--- src/rtl/bcd_varredura_if.sv ---
// Bus between the datapath and the multiplexed display driver.
// The master drives the value and the control strobes; the slave (the driver)
// returns the display pins and its status flags.
interface bcd_varredura_if #(
  parameter int DIGITOS = 4,
  parameter int LARGURA = 16
);
  logic [LARGURA-1:0] valor;
  logic               carregar;
  logic               modo;
  logic               apagar_zeros;
  logic [6:0]         segmentos;
  logic [DIGITOS-1:0] anodos;
  logic               ocupado;
  logic               overflow;

  modport master (
    output valor, carregar, modo, apagar_zeros,
    input  segmentos, anodos, ocupado, overflow
  );

  modport slave (
    input  valor, carregar, modo, apagar_zeros,
    output segmentos, anodos, ocupado, overflow
  );
endinterface

--- src/rtl/bcd_varredura.sv ---
// Time-multiplexed seven-segment driver: sequential shift-add-3 binary to BCD
// conversion, raw BCD pass-through, leading-zero blanking, overflow dashes and
// an independent digit scan with active-low segments and digit enables.
module bcd_varredura #(
  parameter int DIGITOS       = 4,
  parameter int LARGURA       = 16,
  parameter int DIV_VARREDURA = 50000
) (
  input  logic              clk,
  input  logic              rst_n,
  bcd_varredura_if.slave    bus
);

  localparam int W  = 4 * DIGITOS;
  localparam int CW = (LARGURA > 1) ? $clog2(LARGURA) : 1;
  localparam int PW = $clog2(DIV_VARREDURA);
  localparam int IW = (DIGITOS > 1) ? $clog2(DIGITOS) : 1;
  localparam logic [31:0] LIMITE = 32'(10 ** DIGITOS - 1);

  localparam logic [1:0] OCIOSO   = 2'd0;
  localparam logic [1:0] CONVERTE = 2'd1;
  localparam logic [1:0] FIM      = 2'd2;

  // Raw BCD pass-through needs every displayed nibble to exist in valor.
  generate
    if (LARGURA < W) begin : g_largura_invalida
      $error("bcd_varredura: LARGURA must be at least 4*DIGITOS");
    end
  endgenerate

  function automatic logic [6:0] seg_codigo(input logic [3:0] n);
    case (n)
      4'd0:    seg_codigo = 7'b0000001;
      4'd1:    seg_codigo = 7'b1001111;
      4'd2:    seg_codigo = 7'b0010010;
      4'd3:    seg_codigo = 7'b0000110;
      4'd4:    seg_codigo = 7'b1001100;
      4'd5:    seg_codigo = 7'b0100100;
      4'd6:    seg_codigo = 7'b1100000;
      4'd7:    seg_codigo = 7'b0001111;
      4'd8:    seg_codigo = 7'b0000000;
      4'd9:    seg_codigo = 7'b0001100;
      default: seg_codigo = 7'b1111111;
    endcase
  endfunction

  logic [1:0]         estado_q, estado_d;
  logic [LARGURA-1:0] bin_q, bin_d;
  logic [W-1:0]       bcd_q, bcd_d, bcd_ajustado;
  logic [CW-1:0]      cont_q, cont_d;
  logic               ovf_cap_q, ovf_cap_d;
  logic               overflow_q, overflow_d;
  logic               carga_bcd_q, carga_bcd_d;
  logic [W-1:0]       disp_q, disp_d;

  logic [PW-1:0]      presc_q, presc_d;
  logic [IW-1:0]      idx_q, idx_d, idx_prox;
  logic [6:0]         seg_q, seg_d, seg_novo;
  logic [DIGITOS-1:0] an_q, an_d;
  logic [3:0]         nibble;
  logic               zeros_acima;

  // Converter FSM: load, LARGURA shift-add-3 steps, then publish the result.
  always_comb begin
    // NOTE: every signal written here gets a default first, so no path can leave it unassigned and infer a latch.
    estado_d     = estado_q;
    bin_d        = bin_q;
    bcd_d        = bcd_q;
    cont_d       = cont_q;
    ovf_cap_d    = ovf_cap_q;
    overflow_d   = overflow_q;
    carga_bcd_d  = 1'b0;
    disp_d       = disp_q;
    bcd_ajustado = bcd_q;
    for (int i = 0; i < DIGITOS; i++) begin
      if (bcd_q[4*i +: 4] >= 4'd5) bcd_ajustado[4*i +: 4] = bcd_q[4*i +: 4] + 4'd3;
    end
    // A raw BCD value staged in bcd_q reaches the display one edge after the load.
    if (carga_bcd_q) begin
      disp_d     = bcd_q;
      overflow_d = 1'b0;
    end
    case (estado_q)
      OCIOSO: begin
        if (bus.carregar) begin
          if (bus.modo) begin
            bcd_d       = bus.valor[W-1:0];
            carga_bcd_d = 1'b1;
          end else begin
            bin_d     = bus.valor;
            bcd_d     = '0;
            cont_d    = CW'(LARGURA - 1);
            ovf_cap_d = ({{(32-LARGURA){1'b0}}, bus.valor} > LIMITE);
            estado_d  = CONVERTE;
          end
        end
      end
      CONVERTE: begin
        {bcd_d, bin_d} = {bcd_ajustado, bin_q} << 1;
        if (cont_q == '0) estado_d = FIM;
        else              cont_d   = cont_q - CW'(1);
      end
      FIM: begin
        disp_d     = bcd_q;
        overflow_d = ovf_cap_q;
        estado_d   = OCIOSO;
      end
      default: estado_d = OCIOSO;
    endcase
  end

  // Scan: at each prescaler terminal count move to the next digit and reload its pins.
  always_comb begin
    presc_d     = presc_q + PW'(1);
    idx_d       = idx_q;
    seg_d       = seg_q;
    an_d        = an_q;
    idx_prox    = (idx_q == IW'(DIGITOS - 1)) ? '0 : idx_q + IW'(1);
    nibble      = disp_q[4*idx_prox +: 4];
    zeros_acima = ((disp_q >> (4 * idx_prox)) == '0);
    if (overflow_q)                                          seg_novo = 7'b1111110;
    else if (bus.apagar_zeros && idx_prox != '0 && zeros_acima) seg_novo = 7'b1111111;
    else                                                     seg_novo = seg_codigo(nibble);
    if (presc_q == PW'(DIV_VARREDURA - 1)) begin
      presc_d = '0;
      idx_d   = idx_prox;
      an_d    = ~(DIGITOS'(1) << idx_prox);
      seg_d   = seg_novo;
    end
  end

  // State registers; reset blanks the display and disables every digit.
  always_ff @(posedge clk or negedge rst_n) begin
    if (!rst_n) begin
      estado_q    <= OCIOSO;
      bin_q       <= '0;
      bcd_q       <= '0;
      cont_q      <= '0;
      ovf_cap_q   <= 1'b0;
      overflow_q  <= 1'b0;
      carga_bcd_q <= 1'b0;
      disp_q      <= '1;
      presc_q     <= '0;
      idx_q       <= IW'(DIGITOS - 1);
      seg_q       <= 7'b1111111;
      an_q        <= '1;
    end else begin
      // NOTE: non-blocking assignments so every flop samples the pre-edge values.
      estado_q    <= estado_d;
      bin_q       <= bin_d;
      bcd_q       <= bcd_d;
      cont_q      <= cont_d;
      ovf_cap_q   <= ovf_cap_d;
      overflow_q  <= overflow_d;
      carga_bcd_q <= carga_bcd_d;
      disp_q      <= disp_d;
      presc_q     <= presc_d;
      idx_q       <= idx_d;
      seg_q       <= seg_d;
      an_q        <= an_d;
    end
  end

  assign bus.segmentos = seg_q;
  assign bus.anodos    = an_q;
  assign bus.ocupado   = (estado_q != OCIOSO);
  assign bus.overflow  = overflow_q;

endmodule
--- src/flat_wrapper.sv ---
// flat-port wrapper written by rule: the top's interface ports become plain ports
module bcd_varredura_flat 
#(
  parameter int DIGITOS       = 4,
  parameter int LARGURA       = 16,
  parameter int DIV_VARREDURA = 50000
)
  (clk, rst_n, bus_valor, bus_carregar, bus_modo, bus_apagar_zeros, bus_segmentos, bus_anodos, bus_ocupado, bus_overflow);
  bcd_varredura_if #(.DIGITOS(DIGITOS), .LARGURA(LARGURA)) bus_i ();
  input  logic clk;
  input  logic rst_n;
  input wire logic [$bits(bus_i.valor)-1:0] bus_valor;
  input wire logic [$bits(bus_i.carregar)-1:0] bus_carregar;
  input wire logic [$bits(bus_i.modo)-1:0] bus_modo;
  input wire logic [$bits(bus_i.apagar_zeros)-1:0] bus_apagar_zeros;
  output wire logic [$bits(bus_i.segmentos)-1:0] bus_segmentos;
  output wire logic [$bits(bus_i.anodos)-1:0] bus_anodos;
  output wire logic [$bits(bus_i.ocupado)-1:0] bus_ocupado;
  output wire logic [$bits(bus_i.overflow)-1:0] bus_overflow;
  assign bus_i.valor = bus_valor;
  assign bus_i.carregar = bus_carregar;
  assign bus_i.modo = bus_modo;
  assign bus_i.apagar_zeros = bus_apagar_zeros;
  assign bus_segmentos = bus_i.segmentos;
  assign bus_anodos = bus_i.anodos;
  assign bus_ocupado = bus_i.ocupado;
  assign bus_overflow = bus_i.overflow;
  bcd_varredura #(.DIGITOS(DIGITOS), .LARGURA(LARGURA), .DIV_VARREDURA(DIV_VARREDURA)) u_core (.clk(clk), .rst_n(rst_n), .bus(bus_i));
endmodule
--- config.mk ---
export PLATFORM = sky130hd
export DESIGN_NAME = bcd_varredura_flat
export DESIGN_NICKNAME = d
export VERILOG_FILES = /design/src/rtl/bcd_varredura_if.sv /design/src/rtl/bcd_varredura.sv /design/src/flat_wrapper.sv
export SDC_FILE = /design/constraint.sdc
export NUM_CORES = 1
export LEC_CHECK = 0
export ABC_AREA = 1
export CAP_MARGIN = 15
export CORE_UTILIZATION = 66
export CTS_BUF_LIST = sky130_fd_sc_hd__clkbuf_8
export DETAILED_ROUTE_END_ITERATION = 6
export GPL_ROUTABILITY_DRIVEN = 0
export GPL_TIMING_DRIVEN = 1
export PLACE_DENSITY = 0.93
export RECOVER_POWER = 100
export SLEW_MARGIN = 10
export SYNTH_ARGS = -nofsm -noshare
export SYNTH_HDL_FRONTEND = slang
export SYNTH_SLANG_ARGS = --single-unit
--- constraint.sdc ---
create_clock -name clk -period 4.1 [get_ports clk]
set_input_delay 0.82 -clock clk [delete_from_list [all_inputs] [get_ports clk]]
set_output_delay 0.82 -clock clk [all_outputs]
set_load 0.01 [all_outputs]
==> metrics.md <==
| Metric | Value |
|---|---|
| Final hold vios | `0` |
| Fin util | `0.7604` |
| Max-cap violations | `2` |
| RR Startpoint | `u_core.estado_q[1]` |
| Bufs on Longest Clock Path | `2` |
| Vias in the first global route | `3994` |
| Endpoint, Worst Hold | `u_core.presc_q[0]` |
| RSZ-0062 raised after global routing | `false` |
| Setup ws final | `between 1 and 1.5 ns` |
| Dpl cells | `between 700 and 800` |
| Total grt overflow | `0` |
| Seq/Total Area, Yosys | `0.4516` |
| Post-DR wirelength/cell | `between 10 and 15 um` |
| Initial antenna violation count | `0` |
| Post-DR vias/cell | `5.800` |
| Setup Buffers After CTS | `0` |
| Period minus WS final | `2.977 ns` |
| Starting Density | `0.6978` |
| Die Span Y | `87.69 um` |
| Worst hold margin | `~0.49 ns` |
| Synth top area cells | `dfrtp_1 29%, dfstp_2 16%, nand2_1 9.9%, o21ai_0 6.2%, ha_1 4.9%` |
| Drt total wl | `between 10000 and 15000 um` |
| # rows | `30` |
| Net Count, Synth | `between 600 and 700` |
| Critical Path Fanout Max | `36` |
| Fin Clk Skew | `0.01074 ns` |
| Finished Cell Area | `5280 sq um` |
| Setup TNS | `0 ns` |
| Critical Path Source Type | `flip-flop` |
| Worst path cell trace | `nor2_1, inv_4, nor2_1, nor2_1, inv_1, nand2_1, nor2_1, nor2_1, nand2_1` |
| CTS H-tree lvls | `3` |
| Crit path top cell by count | `nor2_1` |
| Worst EP arrival | `3.28 ns` |
| WHS Path Cells | `1` |
| Yosys synthesis warning count | `0` |
| Rel. slew slack | `-0.3429` |
| Clock root buffer | `clkbuf_8` |
| WP data required | `4.40 ns` |
| Post-Layout Cell Count | `725` |
| Top Family by Delay on Critical Path | `simple AND/OR/NAND/NOR gates` |
| # hold bufs at CTS | `0` |
| # DRC | `0` |
| Distinct cell type count of the synthesized netlist | `35` |
| Number of diodes | `0` |
| # resized after CTS | `0` |
| Mapped Avg Cell Area | `8.090 sq um` |
| Synth area leader | `dfrtp_1` |
| Global Route Usage Sum | `0.2973` |
| Post-synth EDFFs | `0` |
| Leakage | `2.480 nW` |
| Final Max Tran Viols | `110` |
| Top cells by count, synth | `128 x nand2_1, 62 x nor2_1, 61 x inv_1` |
| PD cells | `635.9 nW/um^2` |
| Worst-Skew Late Latency | `0.36 ns` |
| Pre-antenna DRT Iters | `5` |
| # setup viols final | `0` |
| Share of the synthesized area in the top cell type | `0.2943` |
| IO Port Bufs | `33` |
| Largest net degree at the start of global routing | `87` |
| TritonCTS buffer count | `9` |
| Status | `complete, but fails checks` |
| Fmax | `0.3359 GHz` |
| HP Class | `reg2reg` |
| Power, Total | `3.358 mW` |
| Reg-to-reg setup timing slack | `1.12 ns` |
| CTS sink count | `86` |
| Dpl hpwl | `7303 um` |
| Crit path largest cell delay | `1.21 ns` |
| VDD IR max | `roughly 0.00048 V` |
| Area Growth Syn to Fin | `8.959%` |
| Worst Path Buf+Inv | `2` |
| First-pass GRT wire length | `17840 um` |
| DRT iter0 DRCs | `353` |
| DIE WIDTH | `87.69 um` |
| Fin crit share | `0.7260` |
| Cells after Synth | `599` |
| Share of layout cells above drive strength 1 | `0.1145` |
| Flops & latches, synth | `86` |
| Post-DP Area | `5160 sq um` |
| Violated checks | `max-capacitance violations, max-slew violations` |
| Pre-CTS setup slack | `1.236 ns` |
| Top FF cell, synth | `dfrtp_1` |
| CP max stage cell | `nor2_1` |
| Clk pin slew, worst setup/hold paths | `roughly 0.090 ns` |
| Hold_sp | `u_core.presc_q[0]` |
| Tightest Pin Transition | `2.014 ns` |
| R2R depth | `9` |
| Cell Area, Synth | `4846 sq um` |
| ANT nets after route | `0` |
| Critical path class | `reg2reg` |
| Via count | `4205` |
| CTS tree | `yes` |
| Final nets | `664` |
| Worst setup EP type | `flip-flop` |
| RR Endpoint | `u_core.cont_q[3]` |
| Core footprint | `roughly 7000 sq um` |
| Ports | `34` |
| Async set-reset flop share out of synthesis | `1.000` |
| Most frequent cell after synthesis | `nand2_1` |
| Die area | `7689 sq um` |
[layout make-up]
cell class | instances | area (sq um)
clock inverter | 7 | 55.05
sequential | 86 | 2188
tap | 96 | 120.1
inverter | 71 | 269.0
multi-input combinational | 423 | 2198
timing repair buffer | 33 | 325.3
fill | 473 | 1664
clock buffer | 9 | 123.9
[sequential cells by signal, indices dropped and copies added, names as in the netlist, 2 cells and up]
name and flops:
u_core.bcd_q 16, u_core.bin_q 16, u_core.bus.anodos 4, u_core.bus.segmentos 7, u_core.cont_q 4, u_core.disp_q 16, u_core.estado_q 2, u_core.idx_q 2
u_core.presc_q 16
[worst reg2reg max path, stage by stage (launching register included)]
cell	delay (ns)
dfrtp_1	0.46
nor2_1	1.21
inv_4	0.42
nor2_1	0.29
nor2_1	0.11
inv_1	0.14
nand2_1	0.08
nor2_1	0.09
nor2_1	0.05
nand2_1	0.07
[metal layers]
layer	wire length, um	GRT usage	up-vias
met2	5052	0.5000	187
met3	605	0.05844	31
met1	4328	0.3798	1982
li1	-	-	2005
met5	0	0	-
met4	275	0.1192	0
[cells in the final DEF, fill, tap and decap left out, drive strengths merged]
master / Yosys / layout
dfrtp: 57 / 57
xor2: 9 / 9
a21o: 1 / 1
o21ai: 60 / 60
or2: 5 / 5
clkinvlp: 0 / 2
nor3: 14 / 14
clkinv: 0 / 2
nand2: 143 / 143
nor2: 69 / 69
nand3: 38 / 38
inv: 71 / 74
nand4: 5 / 5
ha: 19 / 19
nor4: 3 / 3
clkbuf: 3 / 10
a31oi: 24 / 24
o211ai: 4 / 4
dlygate4sd3: 0 / 14
dfstp: 29 / 29
a22oi: 9 / 9
clkdlybuf4s50: 0 / 18
a21oi: 20 / 20
[how the worst max path moves through the flow]
stage,endpoint,start,depth (start not counted),slack (ns)
finish,u_core.cont_q[3],u_core.estado_q[1],9,1.12
global route,u_core.cont_q[3],u_core.estado_q[1],9,0.78
CTS,u_core.bus.segmentos[2],u_core.idx_q[0],14,1.57
detailed placement,u_core.bin_q[7],bus_carregar,7,1.24
global placement,u_core.bin_q[1],bus_carregar,6,1.35
floorplan,u_core.bus.segmentos[2],u_core.idx_q[0],15,1.87
[logic make-up (layout without fill, tap and decap cells)]
group	after synthesis	in the layout	share of synthesized area
fa+ha+maj	19	19	0.04906
flops	86	86	0.4516
buf+inv	90	120	0.08314
simple gates	277	277	0.2623
xor+xnor	9	9	0.01627
compound gates	118	118	0.1376
[where the power goes]
| group | internal (mW) | leakage (nW) | switching [mW] |
|---|---|---|---|
| clock | 0.226 | 0.0866 | 0.321 |
| sequential | 1.17 | 1.00 | 0.198 |
| combinational | 0.515 | 1.39 | 0.922 |
(Power assumes the default switching activity.)
